<file path="config.mk">
export PLATFORM = sky130hd
export DESIGN_NAME = gray_decoder
export DESIGN_NICKNAME = d
export VERILOG_FILES = /design/src/rtl/gray_pkg.sv /design/src/rtl/gray2bin.sv /design/src/rtl/gray_decoder.sv
export SDC_FILE = /design/constraint.sdc
export NUM_CORES = 1
export LEC_CHECK = 0
export BUFFER_PORTS_ARGS = -buffer_cell sky130_fd_sc_hd__buf_4
export CAP_MARGIN = 10
export CORE_AREA = 2 2 39 41
export CTS_CLUSTER_DIAMETER = 100
export DETAILED_ROUTE_END_ITERATION = 8
export DIE_AREA = 0 0 41 43
export GPL_TIMING_DRIVEN = 1
export PLACE_DENSITY_LB_ADDON = 0.3
export SETUP_SLACK_MARGIN = 0.3
export SYNTH_ARGS = -nofsm -noshare
export SYNTH_HDL_FRONTEND = slang
export SYNTH_SLANG_ARGS = --single-unit
</file>
<file path="constraint.sdc">
create_clock -name Clk -period 1.2 [get_ports Clk]
set_input_delay 0.18 -clock Clk [delete_from_list [all_inputs] [get_ports Clk]]
set_output_delay 0.18 -clock Clk [all_outputs]
set_load 0.005 [all_outputs]
</file>
<file path="src/rtl/gray_pkg.sv">
// gray_pkg
// Shared definitions for Gray-code bus consumers.
//   gd_state_e : gray_decoder tracking-FSM encoding (GD_EMPTY/GD_TRACK/GD_FAULT)
//   GRAY_W     : default Gray bus width, matching the team's 3-bit counter
package gray_pkg;

  localparam int GRAY_W = 3;

  typedef enum logic [1:0] {
    GD_EMPTY = 2'd0,
    GD_TRACK = 2'd1,
    GD_FAULT = 2'd2
  } gd_state_e;

endpackage

</file>
<file path="src/rtl/gray2bin.sv">
// gray2bin
// Combinational Gray-to-binary decoder, reusable by any Gray bus consumer.
// Ports:
//   gray_i [WIDTH-1:0] : Gray-coded input
//   bin_o  [WIDTH-1:0] : binary value
module gray2bin #(
  parameter int WIDTH = 3
) (
  input  logic [WIDTH-1:0] gray_i,
  output logic [WIDTH-1:0] bin_o
);

  // Binary bit i is the XOR of all Gray bits from the MSB down to i.
  // Written as a reduction over a shifted copy so no bit of bin_o
  // depends on another bit of bin_o (no combinational self-loop).
  always_comb begin
    bin_o = {WIDTH{1'b0}};
    for (int i = 0; i < WIDTH; i++) begin
      bin_o[i] = ^(gray_i >> i);
    end
  end

endmodule

</file>
<file path="src/rtl/gray_decoder.sv">
// gray_decoder
// Samples a Gray-coded count bus on En, decodes it to binary, registers it
// and checks that each sample is a hold or a +1 (mod 2^WIDTH) step from the
// previous one.
// Ports:
//   Clk      : clock, rising edge
//   Reset    : synchronous active-high reset
//   En       : sample strobe
//   GrayIn   : Gray-coded count [WIDTH-1:0]
//   Binary   : decoded value of last accepted sample (registered)
//   Valid    : one-cycle pulse after each accepted sample (registered)
//   Overflow : sticky, forward wrap all-ones -> zero seen (registered)
//   Error    : sticky, illegal transition seen (registered)
// Configuration macro: GRAY_DECODER_SEQ_CHECK_EN
//   defined   : transition checking with EMPTY/TRACK/FAULT FSM
//   undefined : no checking, no FAULT state, Error tied low
module gray_decoder
  import gray_pkg::*;
#(
  parameter int WIDTH = GRAY_W
) (
  input  logic             Clk,
  input  logic             Reset,
  input  logic             En,
  input  logic [WIDTH-1:0] GrayIn,
  output logic [WIDTH-1:0] Binary,
  output logic             Valid,
  output logic             Overflow,
  output logic             Error
);

  gd_state_e        state_q, state_d;
  logic [WIDTH-1:0] binary_q, binary_d;
  logic             valid_q, valid_d;
  logic             overflow_q, overflow_d;
`ifdef GRAY_DECODER_SEQ_CHECK_EN
  logic             error_q, error_d;
`endif

  logic [WIDTH-1:0] dec_s;
  logic [WIDTH-1:0] succ_s;
  logic             prev_all_ones_s;

  gray2bin #(.WIDTH(WIDTH)) u_gray2bin (
    .gray_i (GrayIn),
    .bin_o  (dec_s)
  );

  // The registered Binary is the reference; +1 wraps naturally in WIDTH bits.
  assign succ_s          = binary_q + WIDTH'(1);
  assign prev_all_ones_s = &binary_q;

  // Next-state / next-output computation for the tracking FSM.
  always_comb begin
    state_d    = state_q;
    binary_d   = binary_q;
    valid_d    = 1'b0;
    overflow_d = overflow_q;
`ifdef GRAY_DECODER_SEQ_CHECK_EN
    error_d    = error_q;
`endif
    if (En) begin
      // Decoding continues in every state; only the checking differs.
      binary_d = dec_s;
      valid_d  = 1'b1;
      case (state_q)
        GD_EMPTY: begin
          state_d = GD_TRACK;
        end
        GD_TRACK: begin
`ifdef GRAY_DECODER_SEQ_CHECK_EN
          if (dec_s == binary_q) begin
            state_d = GD_TRACK;
          end else if (dec_s == succ_s) begin
            if (prev_all_ones_s) begin
              overflow_d = 1'b1;
            end else begin
              overflow_d = overflow_q;
            end
          end else begin
            error_d = 1'b1;
            state_d = GD_FAULT;
          end
`else
          // Every sample is legal; only a wrap from all-ones to zero is noted.
          if (prev_all_ones_s && (dec_s == succ_s)) begin
            overflow_d = 1'b1;
          end else begin
            overflow_d = overflow_q;
          end
`endif
        end
`ifdef GRAY_DECODER_SEQ_CHECK_EN
        GD_FAULT: begin
          // Terminal until Reset; flags frozen.
          state_d = GD_FAULT;
        end
`endif
        default: begin
          state_d = GD_EMPTY;
        end
      endcase
    end else begin
      state_d = state_q;
    end
  end

  // State and output registers with synchronous reset.
  always_ff @(posedge Clk) begin
    if (Reset) begin
      state_q    <= GD_EMPTY;
      binary_q   <= {WIDTH{1'b0}};
      valid_q    <= 1'b0;
      overflow_q <= 1'b0;
`ifdef GRAY_DECODER_SEQ_CHECK_EN
      error_q    <= 1'b0;
`endif
    end else begin
      state_q    <= state_d;
      binary_q   <= binary_d;
      valid_q    <= valid_d;
      overflow_q <= overflow_d;
`ifdef GRAY_DECODER_SEQ_CHECK_EN
      error_q    <= error_d;
`endif
    end
  end

  assign Binary   = binary_q;
  assign Valid    = valid_q;
  assign Overflow = overflow_q;
`ifdef GRAY_DECODER_SEQ_CHECK_EN
  assign Error    = error_q;
`else
  assign Error    = 1'b0;
`endif

endmodule

</file>
==> summary.md <==
| Metric | Value |
|---|---|
| RSZ-0062 raised after global routing | yes |
| Gr usage total | under 10% |
| Worst setup margin | 0.0592 ns |
| Critical Path Fanout Max | 3 |
| Total power draw | 0.529 mW |
| Final GP Congestion | around 0.6 |
| DRT antenna net count | 0 |
| Via total after detailed routing | 239 |
| Setup-failing EPs final | 0 |
| Power per cell area | ~1200 mW/mm^2 |
| ANT cells | 0 |
| Min Tclk post-route | between 1 and 1.5 ns |
| Commonest non-fill, non-tap cell in the layout | buf_4 |
| Die Ht | 43 um |
| Status | finished clean |
| Initial DRC count | 2 |
| Worst Setup SP | Binary[1] |
| DP HPWL | approximately 460 um |
| Clock Tree Buf Depth | 2 |
| Final clock skew | 0.00123 ns |
| Antenna violations before repair | 0 |
| Final Hold Fails | 0 |
| Fin crit share | between 90% and 100% |
| Clock Sinks | 6 |
| Port Buffers | 10 |
| Dominant cell type by area after synthesis | dfxtp_1 |
| Synth Register Bits | 6 |
| Data required, critical path | 1.37 ns |
| CP arrival | approximately 1.3 ns |
| Area delta synth->final | 57.5% |
| Share of the synthesized area in the top cell type | around two fifths |
| Register area share after synthesis | between 40% and 50% |
| Root Driver | clkbuf_4 |
| Synthesis warning total | 0 |
| I/O pin total | 12 |
| Cells after DPL | 54 |
| Number of max-cap violations | 0 |
| Die area | 0.00176 sq mm |
| Cts hold-fix bufs | 0 |
| Starting Density | 21.1% |
| Core ar. | 0.00138 sq mm |
| Syn Inst Count | 30 |
| Net Count, Synth | 38 |
| Dpl ws | roughly 0.017 ns |
| Drt wl/cell | approximately 11 um |
| Mean Syn Cell Area | approximately 9.7 sq um |
| Distinct cells, synth | 17 |
| DRT Pass-1 Iters | 2 |
| Max rail drop VDD | around 0.00041 V |
| CTS Buf Count | 3 |
| Share of layout cells above drive strength 1 | about 50% |
| Fmax | approximately 880 MHz |
| Min-delay src | Reset |
| Critical Path Source Type | register |
| Critical Path Sink Type | register |
| P_leak | 0.198 nW |
| Final Slew Violations | 0 |
| Fin cells | 58 |
| Fillcell total | roughly 150 |
| First-pass GRT wire length | ~950 um |
| Commonest non-fill, non-tap cells in the layout | 8 x buf_4, 6 x nor2_1 |
| Largest net degree at the start of global routing | 7 |
| Post-route DRC | 0 |
| Die Wd | 41 um |
| Synthesized cell area | 292 sq um |
| Clk_lat worst skew | 0.24 ns |
| Final nets | 52 |
| Grt total ovfl | 0 |
| Crit Path Class | register to register |
| H-tree levels | 1 |
| Top cells by area, synth | dfxtp_1 41%, ha_1 8.6%, nor2_1 7.7% |
| WL final | between 600 and 700 um |
| R2r startpoint | Binary[1] |
| Hold WC Path Type | primary input to register |
| Num rows | 14 |
| Vias in the first global route | approximately 230 |
| CTS tree | yes |
| Clock slew at reported path FFs | 0.05 ns |
| DR vias/cell | a little over 4 |
critical path, stage by stage, from the launching register on:
cell     delay (ns)
dfxtp_4        0.35
ha_4           0.16
ha_4           0.26
xnor2_2        0.10
nand4_1        0.09
o22ai_1        0.11
kinds of logic (layout without fill, tap and decap cells):
family	count (synthesis)	after routing	share of synthesized area [%]
AND/OR/NAND/NOR	9	9	14.6
XOR/XNOR	4	4	14.6
other	1	1	1.29
AO/OA/AOI/OAI	3	3	7.30
multiplexers	2	2	6.87
buffers and inverters	3	15	5.58
adder cells (fa/ha/maj)	2	2	8.58
flip-flops	6	6	41.2
synthesized netlist by cell type, drive strengths merged:
cell type	n
a211oi	1
conb	1
nor2	6
dfxtp	6
a21boi	1
xor2	1
nand4	1
buf	1
xnor2	3
o22ai	1
ha	2
nor2b	1
clkbuf	1
nand3b	1
mux2i	2
inv	1
path summary, 6_finish.rpt:
kind,endpoint,cells past startpoint,slack (ns)
worst max register to register,Overflow,5,0.06
worst max-delay path,Overflow,5,0.06
worst min register to register,state_q[0],2,0.47
worst min-delay path,Binary[2],2,0.14
what timing repair did:
item,CTS,global route
buffers inserted,1,0
resized for setup,5,3
hold endpoints to repair,0,0
cloned,0,0
setup endpoints to repair,4,5
pin swaps,5,4
layer usage:
layer	routed length, um	track usage [%]	part of all wire [%]	vias to the layer above
li1	-	-	-	122
met1	283	10.4	45	109
met2	299	11.9	48	8
met3	44	3.14	7.0	0
met4	0	6.00	0	0
met5	0	0	0	-
power by group:
group / internal, mW / total (mW) / leakage, nW / switching [mW]
sequential: 0.211 / 0.223 / 0.0515 / 0.0115
clock: 0.113 / 0.189 / 0.0138 / 0.0759
combinational: 0.0708 / 0.117 / 0.132 / 0.0462
total: 0.395 / 0.529 / 0.198 / 0.134
layout make-up:
class | instances | area [sq um] | area share (%)
repair buffers | 11 | 93.8 | 20.4
clock buffers | 3 | 22.5 | 4.90
multi-input cells | 21 | 188 | 40.9
well taps | 16 | 20.0 | 4.36
flip-flops and latches | 6 | 131 | 28.6
inverters | 1 | 3.75 | 0.817
state kept, by name (all words and copies together), names as in the netlist:
name / count
Overflow: 1
Valid: 1
Binary: 3
state_q: 1
per-stage QoR:
stage          utilization, %  TNS, ns  area, sq um  hold WS [ns]
3_3_place_gp             29.0        0          402         0.394
4_1_cts                  32.5        0          449         0.132
2_1_floorplan               -        0          319         0.245
6_report                 33.2        0          459         0.143
3_5_place_dp             29.0        0          402         0.396
5_1_grt                  33.2  -0.0189          459         0.147
Note: power is estimated with default switching activity, not from simulation.
